===== src/rtl/ksa.sv =====
// ksa - ARC4 key-scheduling stage.
//
// Permutes the 256-byte S memory in place with a 24-bit key, after init has
// loaded S[i]=i. Each of the 256 iterations does two reads and two writes
// over six cycles: read S[i], update j, read S[j], then write the swapped
// bytes back. The result is handed on to the PRGA stage.
//
// Ports:
//   clk     rising-edge system clock
//   rst     asynchronous active-high reset
//   en      start request, sampled only while rdy is high
//   rdy     high when idle and able to accept a request
//   key     ARC4 key, big-endian (key[0] is key[23:16])
//   addr    S memory address
//   rddata  S memory read data, valid one cycle after addr
//   wrdata  S memory write data
//   wren    S memory write enable
module ksa #(
   parameter int KEYLEN = 3
) (
   input  logic                  clk,
   input  logic                  rst,
   input  logic                  en,
   output logic                  rdy,
   input  logic [8*KEYLEN-1:0]   key,
   output logic [7:0]            addr,
   input  logic [7:0]            rddata,
   output logic [7:0]            wrdata,
   output logic                  wren
);

   typedef enum logic [2:0] {
      IDLE,
      READ_I,
      LATCH_I,
      READ_J,
      LATCH_J,
      WRITE_I,
      WRITE_J
   } state_t;

   state_t                state;
   state_t                next_state;
   logic                  armed;
   logic                  start;
   logic [7:0]            i;
   logic [7:0]            j;
   logic [7:0]            si;
   logic [7:0]            sj;
   logic [8*KEYLEN-1:0]   key_reg;
   logic [1:0]            kidx;
   logic [7:0]            keybyte;

   // State register. Reset parks the machine in IDLE; rdy is held low there
   // until armed comes up on the first edge after reset.
   always_ff @(posedge clk or posedge rst) begin
      if (rst) begin
         state <= IDLE;
      end else begin
         state <= next_state;
      end
   end

   // Next-state and output decode. Outputs depend only on registered state
   // (state, i, j, si, sj, armed), never on rddata in the same cycle.
   always_comb begin
      next_state = state;
      start      = 1'b0;
      rdy        = 1'b0;
      addr       = 8'd0;
      wrdata     = 8'd0;
      wren       = 1'b0;
      case (state)
         IDLE: begin
            rdy = armed;
            if (armed && en) begin
               start      = 1'b1;
               next_state = READ_I;
            end
         end
         READ_I: begin
            addr       = i;
            next_state = LATCH_I;
         end
         LATCH_I: begin
            addr       = i;
            next_state = READ_J;
         end
         READ_J: begin
            addr       = j;
            next_state = LATCH_J;
         end
         LATCH_J: begin
            addr       = j;
            next_state = WRITE_I;
         end
         WRITE_I: begin
            addr       = i;
            wrdata     = sj;
            wren       = 1'b1;
            next_state = WRITE_J;
         end
         WRITE_J: begin
            addr       = j;
            wrdata     = si;
            wren       = 1'b1;
            next_state = (i == 8'hFF) ? IDLE : READ_I;
         end
         default: begin
            next_state = IDLE;
         end
      endcase
   end

   // Key byte for the current iteration, picked by the mod-3 counter so no
   // divider is needed.
   always_comb begin
      keybyte = 8'd0;
      case (kidx)
         2'd0:    keybyte = key_reg[23:16];
         2'd1:    keybyte = key_reg[15:8];
         default: keybyte = key_reg[7:0];
      endcase
   end

   // Datapath registers. The key is captured at the start edge so later key
   // changes are ignored. j is updated in LATCH_I so READ_J already sees the
   // new value. i stops at 255; the run ends on the i==255 test in WRITE_J.
   // When i==j both writes land on the same byte with the same value, which
   // is harmless, so no special case exists for it.
   always_ff @(posedge clk or posedge rst) begin
      if (rst) begin
         armed   <= 1'b0;
         i       <= 8'd0;
         j       <= 8'd0;
         si      <= 8'd0;
         sj      <= 8'd0;
         key_reg <= '0;
         kidx    <= 2'd0;
      end else begin
         armed <= 1'b1;
         case (state)
            IDLE: begin
               if (start) begin
                  key_reg <= key;
                  i       <= 8'd0;
                  j       <= 8'd0;
                  kidx    <= 2'd0;
               end
            end
            LATCH_I: begin
               si <= rddata;
               j  <= j + rddata + keybyte;
            end
            LATCH_J: begin
               sj <= rddata;
            end
            WRITE_J: begin
               if (i != 8'hFF) begin
                  i    <= i + 8'd1;
                  kidx <= (kidx == 2'd2) ? 2'd0 : kidx + 2'd1;
               end
            end
            default: begin
            end
         endcase
      end
   end

endmodule


===== config.mk =====
export PLATFORM = sky130hd
export DESIGN_NAME = ksa
export DESIGN_NICKNAME = d
export VERILOG_FILES = /design/src/rtl/ksa.sv
export SDC_FILE = /design/constraint.sdc
export NUM_CORES = 1
export LEC_CHECK = 0
export ABC_AREA = 0
export CAP_MARGIN = 25
export CORE_ASPECT_RATIO = 1.4
export CORE_MARGIN = 1
export CORE_UTILIZATION = 25
export DETAILED_ROUTE_END_ITERATION = 10
export PLACE_DENSITY = 0.5
export SKIP_LAST_GASP = 1
export SLEW_MARGIN = 20
export SYNTH_ARGS = -nofsm -noshare
export SYNTH_HDL_FRONTEND = slang
export SYNTH_SLANG_ARGS = --single-unit

===== constraint.sdc =====
create_clock -name clk -period 3.43 [get_ports clk]
set_clock_uncertainty 0.1 [all_clocks]
set_input_delay 0.343 -clock clk [delete_from_list [all_inputs] [get_ports clk]]
set_output_delay 0.343 -clock clk [all_outputs]
set_load 0.02 [all_outputs]

* After elaboration in Yosys (flattened, before gate mapping)
Index checks and enable logic that the tools add are counted.
** Word-level totals
- Bits in registers :: 62
- Bits of input ports :: 35
- Output and inout port bits :: 18
** Operators by class
- $add $sub $neg :: 4
- Eq/ne operators :: 13
- Multiplexer cells :: 18
- Reduce and logical (&&, ||, !) cells :: 11
** Operators by type and width (number)
- 8-bit case mux with 2 select lines :: 5
- 3-bit case mux with 7 select lines :: 1
- 8-bit adder :: 2
- 8-bit 2-to-1 mux :: 2
- 3-bit == test (second input constant) :: 3
- 8-bit by 1-bit adder with 8-bit output (second input constant) :: 1
- 8-bit == test (second input constant) :: 1
- 8-bit != test (second input constant) :: 1
- 3-bit by 2-bit == test with 1-bit output (second input constant) :: 2
- 2-bit 2-to-1 mux :: 3
- 2-bit != test (second input constant) :: 3
- 3-bit OR reduction :: 2
- 1-bit 2-to-1 mux :: 5
- 2-bit case mux with 2 select lines :: 1
- 2-bit AND reduction :: 2
- 2-bit nonzero test :: 2
- 3-bit by 1-bit == test with 1-bit output (second input constant) :: 1
- 3-bit logical NOT :: 1
- 3-bit 2-to-1 mux :: 1
- 3-bit AND reduction :: 1
- 2-bit by 1-bit adder with 2-bit output (second input constant) :: 1
- 2-bit by 1-bit == test with 1-bit output (second input constant) :: 1
- 2-bit == test (second input constant) :: 1
- 2-bit logical NOT :: 1
- 2 further kinds :: 2

* Longest topological paths before layout
Gate-level depths: netlist of the first run.
- Word-level depth :: 5
- Gate-level depth with buffers :: 13
- Gate-level depth less buffers :: 11

* Least setup slack after synthesis of the first run
No wires, ideal clock.
- Path type :: flip-flop to flip-flop
- Start :: register kidx[1]
- End :: register j[7]
- Setup time :: 119 ps
- Arrival time :: 2818 ps
- Data required time :: 3211 ps
- Slack :: 392 ps
- Cell stages (with the launch flop) :: 14
- Period minus slack after synthesis :: 3038 ps
- Path through :: dfrtp_1 -> buf_2 -> clkbuf_1 -> nand2_1 -> o21ai_0 -> fa_1 -> ha_1 -> inv_1 -> fa_1 -> nor2b_1 -> o2111ai_1 -> a311oi_1 -> o31ai_1 -> a21bo_2
** Between the ends
- Word-level cells in the longest chain between the ends :: 4
- Elaborated cells between the ends (all ways) :: 5
- Classes of those cells :: 1 x add/sub; 1 x eq/ne; 2 x mux; 1 x reduce/logical
** RTL lines
- start, declared :: RTL line 51 : logic [1:0] kidx;
- start signal, assigned :: RTL line 161 : kidx <= (kidx == 2'd2) ? 2'd0 : kidx + 2'd1;
- 2-bit by 1-bit == test with 1-bit output or 2-bit logical NOT (tied branches) :: RTL line 119 : case (kidx)
- 8-bit case mux with 2 select lines * :: RTL line 119
- 8-bit adder * :: RTL line 153 : j <= j + rddata + keybyte;
- 8-bit case mux with 2 select lines * :: RTL line 142 : case (state)
- end signal, assigned :: RTL line 153
- end, declared :: RTL line 47 : logic [7:0] j;
Mark *: on every way between the ends. The rest lies on a longest branch, timed or not.
A chain may end at the register's enable or synchronous reset.

* Worst setup path after layout of the first run
- Start :: register kidx[0]
- End :: register j[7]
The elaborated chain is that of the path after synthesis.

==> flow_metrics.py, run 1 <==
metrics = {
    "status": {
        "outcome": "complete, no violations",
    },
    "detailed_routing": {
        "wl_per_cell_um": 13.7,
        "avgViaCountPerCell": 4.39,
        "drtIter0Drc": 98,
        "route.vias.total": 2689,
        "finalWirelength_um": 8420,
        "ant_nets": 0,
        "firstDrtPassIters": 4,
        "drc": 0,
    },
    "final_layout": {
        "syn_to_final_growth_pct": 28.8,
        "final_common_cell": "nand2_1",
        "fillCellCount": 1442,
        "largest_register_ffs": 24,
        "stdcell_count": 613,
        "seqCellArea_mm2": 0.00155,
        "layout_common_cells": "nand2_1, dfrtp_1, clkdlybuf4s50_1, o21ai_0, nor2_1",
        "final_nets": 476,
        "final_layout_size_suffix_gt1_share_pct": 9.05,
        "multi_input_area_mm2": 0.00172,
        "antenna_cells": 0,
    },
    "clock_network": {
        "cts_root_buffer": "clkbuf_16",
        "htreeDepth": 3,
        "cts_resized": 0,
        "path_clk_slew_ps": 50,
        "clock_latency_ps": 330,
        "clock_sinks": 62,
        "cts_hold_buf": 0,
        "cts_buffers": 9,
        "cts_setup_buffers": 0,
        "cts_buffer_depth": 2,
        "cts_tree": "built",
    },
    "logic_synthesis": {
        "ys.flop_type": "dfrtp_1",
        "synth-simple-area-share_pct": 21.2,
        "synth_fa_ha_area_share_pct": 7.23,
        "synthCells": 375,
        "synth.cell_area_mm2": 0.00343,
        "postSynthAreaPerCell_um2": 9.14,
        "ys_ff_latch": 62,
        "synth_nets": 425,
        "synthXorXnorAreaFrac_pct": 2.30,
        "synth_compound_area_share_pct": 12.1,
        "synth_edf_count": 0,
        "muxShareOfSynthArea_pct": 7.30,
        "yosys_warnings": 0,
        "synth_seq_area_share_pct": 45.3,
        "synth_cell_type_count": 44,
        "synth_top_family_by_area": "simple AND/OR/NAND/NOR gates",
        "async_flop_share_pct": 100,
    },
    "floorplanning": {
        "rows": 50,
        "io_pins": 53,
        "die_area_mm2": 0.0142,
        "dieWidth_um": 101,
        "coreArea_mm2": 0.0134,
        "dieHeight_um": 141,
        "start_util_pct": 25.6,
    },
    "worst_setup_path": {
        "slowest_delay_ps": 510,
        "cp-end-kind": "flop",
        "critical_path.cell_chain": "mux2i_1, o21ai_0, fa_1, ha_1, inv_1, fa_1, nor2b_1, o2111ai_1, a311oi_1, o31ai_1, a21bo_2",
        "cp-start-kind": "flop",
        "cp_common_cell": "fa_1",
        "cp.required_ps": 3550,
        "cp_slowest_cell": "fa_1",
        "path_max_fanout": 8,
        "worstPathArrival_ps": 3280,
        "crit_type": "reg -> reg",
        "cp-startpoint": "kidx[0]",
        "r2r-start": "kidx[0]",
    },
    "place": {
        "placed_cells": 597,
        "gp_congestion": 0.781,
        "io_buffers": 52,
        "place_hpwl_um": 6200,
    },
    "power_and_ir_drop": {
        "ir_worst_vdd_v": 0.000299,
        "p_leak_nw": 1.98,
        "powerDensity_mw_per_mm2": 951,
        "total_power_mw": 4.20,
    },
    "grt": {
        "grt_pass1_wl_um": 13900,
        "globalRoute.totalOverflow": 0,
        "grt_antenna_before_repair": 0,
        "grt_max_degree": 63,
        "track_usage_pct": 13.1,
        "grt_pass1_vias": 2739,
    },
    "timing": {
        "rsz0062_at_grt": "no",
        "final.period_utilization_pct": 92.0,
        "hold_viol_final": 0,
        "fin_crit_ps": 3160,
        "tightest_slew_ps": 788,
        "setup_violations": 0,
        "fmax_mhz": 317,
        "slew-limit-headroom_pct": 47.4,
        "drv_slew": 0,
        "setup_tns_ps": 0,
    },
    "worst_hold_path": {
        "min-delay-start": "key_reg[16]",
        "min_path_type": "reg -> reg",
    },
    "run": {
        "maxCapViolCount": 0,
    },
}
## through the flow
step | hold slack (ps) | utilization [%] | setup WS (ps) | cell area, µm²
CTS | 375 | 33.0 | 159 | 4410
floorplan | 345 | - | 392 | 3430
global placement | 358 | 30.9 | 239 | 4130
finish | 369 | 33.0 | 273 | 4420
global route | 394 | 33.0 | 46.7 | 4420
detailed placement | 362 | 30.9 | 168 | 4130
## final timing paths
check | endpoint | slack [ps] | cells after the start
worst max-delay path | j[7] | 270 | 11
worst min-delay path | key_reg[16] | 370 | 2
worst max register to register | j[7] | 270 | 11
worst min register to register | key_reg[16] | 370 | 2
max in group asynchronous | kidx[0] | 2200 | 3
min in group asynchronous | sj[4] | 470 | 3
## area by class of cell
class                           count  share of cell area [%]
Timing Repair Buffer               61                    13.3
Clock buffer                       11                    5.27
Inverter                           11                   0.935
Clock inverter                      5                    1.13
Sequential cell                    62                    35.2
Multi-Input combinational cell    281                    39.0
Tap cell                          182                    5.16
## worst max-delay path, delay by kind of cell (launching register included)
kind            cells  cell delay [ps]
flops               1              470
buf+inv             1               50
compound gates      5              980
simple gates        1              170
fa+ha+maj           3             1060
mux                 1              200
## Yosys cell counts (7+ instances only)
| library cell | count | share of area [%] |
|---|---|---|
| a22oi_1 | 15 | 3.3 |
| buf_2 | 8 | 1.2 |
| clkbuf_1 | 9 | 0.99 |
| dfrtp_1 | 62 | 45 |
| fa_1 | 8 | 4.7 |
| ha_1 | 7 | 2.6 |
| inv_1 | 11 | 1.2 |
| mux2_2 | 8 | 2.6 |
| mux2i_1 | 16 | 4.7 |
| nand2_1 | 116 | 13 |
| nand3_1 | 11 | 1.6 |
| nor2_1 | 20 | 2.2 |
| o21ai_0 | 24 | 3.5 |
## routing by layer
| metal | wire, µm | vias up | global-route usage, % | share of wire (%) |
|---|---|---|---|---|
| met1 | 3770 | 1263 | 16.2 | 45 |
| met4 | 232 | 0 | 6.94 | 2.8 |
| li1 | - | 1356 | - | - |
| met2 | 4110 | 58 | 21.0 | 49 |
| met3 | 304 | 12 | 2.79 | 3.6 |
| met5 | 0 | - | 0 | 0 |
## kinds of logic after synthesis
| family | after synthesis |
|---|---|
| multiplexers | 24 |
| AND/OR/NAND/NOR | 172 |
| adder cells (fa/ha/maj) | 15 |
| other | 1 |
| buffers and inverters | 32 |
| flip-flops | 62 |
| XOR/XNOR | 9 |
| AO/OA/AOI/OAI | 60 |
## power breakdown
group          internal [mW]  total, mW  switching [mW]  leakage [nW]
Combinational          0.901       2.00            1.10          1.06
Clock                  0.556      0.870           0.313         0.143
Sequential              1.05       1.33           0.278         0.779
(Power assumes the default switching activity.)
==> run 2: changes to the inputs <==
--- a/config.mk
+++ b/config.mk
@@ -11,6 +11,7 @@
 export CORE_MARGIN = 1
 export CORE_UTILIZATION = 25
 export DETAILED_ROUTE_END_ITERATION = 10
+export GPL_TIMING_DRIVEN = 0
 export PLACE_DENSITY = 0.5
 export SKIP_LAST_GASP = 1
 export SLEW_MARGIN = 20
==> run 2 against run 1 <==
Net effect: worst setup slack got worse by 120 ps; total power is 4.7% higher; hold slack worse by 150 ps; critical path depth is 2 higher; non-clock buffer count rose by 13; first-iteration DRC count is 10% higher; fmax down 3.7%; critical path type unchanged; largest cell class unchanged; largest power group unchanged; highest routed layer unchanged.
==> flow_metrics.py, run 2 (synthesis results as in run 1) <==
metrics = {
    "status": {
        "outcome": "complete, no violations",
    },
    "grt": {
        "globalRoute.totalOverflow": 0,
        "grt_antenna_before_repair": 0,
        "grt_max_degree": 42,
        "track_usage_pct": 13.1,
        "grt_pass1_vias": 2737,
        "grt_pass1_wl_um": 14000,
    },
    "power_and_ir_drop": {
        "clockPowerShare_pct": 21.8,
        "powerDensity_mw_per_mm2": 969,
        "p_sw_share_pct": 39.5,
        "internal-power_mw": 2.66,
        "combPwrFrac_pct": 49.0,
        "netSwitchingPower_mw": 1.74,
        "p_leak_nw": 2.04,
        "p_seq_share_pct": 29.2,
        "ir_worst_vdd_v": 0.000282,
    },
    "clock_network": {
        "clock_sinks": 62,
        "cts_buffers": 9,
        "clock_latency_ps": 330,
        "cts_tree": "built",
        "cts_buffer_depth": 2,
        "path_clk_slew_ps": 60,
        "htreeDepth": 3,
        "cts_setup_buffers": 0,
        "cts_root_buffer": "clkbuf_16",
    },
    "place": {
        "gp_congestion": 0.793,
        "io_buffers": 52,
        "place_area_mm2": 0.00420,
        "placed_cells": 610,
        "place_ws_ps": -121,
        "place_hpwl_um": 6560,
    },
    "final_layout": {
        "final_common_cell": "nand2_1",
        "stdcell_count": 626,
        "final_layout_size_suffix_gt1_share_pct": 10.4,
        "final_nets": 489,
        "largest_register_ffs": 24,
        "layout_common_cells": "nand2_1, dfrtp_1, clkdlybuf4s50_1, o21ai_0, nor2_1",
        "final_area_mm2": 0.00454,
        "syn_to_final_growth_pct": 32.3,
        "antenna_cells": 0,
        "fillCellCount": 1443,
        "final_util_pct": 33.9,
    },
    "floorplanning": {
        "io_pins": 53,
        "start_util_pct": 25.6,
        "die_area_mm2": 0.0142,
        "coreArea_mm2": 0.0134,
        "dieHeight_um": 141,
        "dieWidth_um": 101,
        "rows": 50,
    },
    "timing": {
        "slew-limit-headroom_pct": 62.2,
        "setup_violations": 0,
        "worst_slack_ps": 152,
        "hold_viol_final": 0,
        "final.period_utilization_pct": 95.6,
        "drv_slew": 0,
        "tightest_slew_ps": 568,
        "fin_crit_ps": 3280,
        "fmax_mhz": 305,
        "holdWs_ps": 222,
    },
    "detailed_routing": {
        "avgViaCountPerCell": 4.43,
        "firstDrtPassIters": 5,
        "finalWirelength_um": 8720,
        "route.vias.total": 2774,
        "drc": 0,
        "ant_nets": 0,
        "drtIter0Drc": 108,
        "wl_per_cell_um": 13.9,
    },
    "worst_setup_path": {
        "worstPathArrival_ps": 3400,
        "cp-end-kind": "flop",
        "cp-start-kind": "flop",
        "cp.required_ps": 3550,
        "crit_type": "reg -> reg",
        "path_max_fanout": 10,
    },
    "worst_hold_path": {
        "min_path_type": "in -> async",
    },
    "run": {
        "maxCapViolCount": 0,
    },
}
## run 2: power by group through the flow
stage | sequential, mW | combinational, mW | clock, mW
after floorplan | 1.22 | 1.55 | 0
after global placement | 1.29 | 2.06 | 0
after detailed placement | 1.30 | 2.11 | 0
final | 1.28 | 2.15 | 0.960
after CTS | 1.29 | 2.14 | 0.979
after global routing | 1.33 | 2.42 | 1.01
## run 2: area by class of cell
class                      count  area [µm²]  area share (%)
inverter                      11        43.8           0.966
tap                          182         228            5.02
sequential                    62        1550            34.2
timing repair buffer          53         541            11.9
multi-input combinational    281        1740            38.3
clock inverter                 4        70.1            1.54
clock buffer                  12         246            5.43
buffer                        21         118            2.59
## run 2: through the flow
step	total power [mW]	TNS, ps
detailed placement	3.41	-121
CTS	4.41	0
floorplan	2.77	0
finish	4.40	0
global placement	3.35	-6.48
global route	4.76	-18.2
## run 2: critical path, stage by stage (launching register included)
cell,delay (ps)
dfrtp_1,380
buf_2,180
buf_4,180
nand2_1,60
o21ai_1,110
fa_1,500
ha_1,180
inv_1,60
fa_1,410
nor2b_2,180
o2111ai_2,160
a311oi_2,330
o31ai_1,120
a21bo_2,210
## run 2: path summary, 6_finish.rpt
path                            start    endpoint  slack [ps]  cells past startpoint
max                           kidx[1]        j[7]         150                     13
min                               rst       sj[6]         220                      2
max reg2reg                   kidx[1]        j[7]         150                     13
min reg2reg                key_reg[8]  key_reg[8]         370                      2
max in group asynchronous         rst        i[5]        2500                      3
min in group clk           key_reg[8]  key_reg[8]         370                      2
## run 2: repair_timing
| item | CTS | global route |
|---|---|---|
| endpoints found under the setup margin | 1 | 1 |
| pin swaps | 1 | 1 |
| hold endpoints to repair | 0 | 0 |
| resized for setup | 3 | 6 |
| hold buffers | 0 | 0 |
## run 2: metal layers
layer  wire length (µm)  global-route usage, %  vias up
li1                   -                      -     1385
met1               3790                   15.7     1326
met2               4500                   23.1       53
met3                272                   2.05       10
met4                152                   5.49        0
met5                  0                      0        -
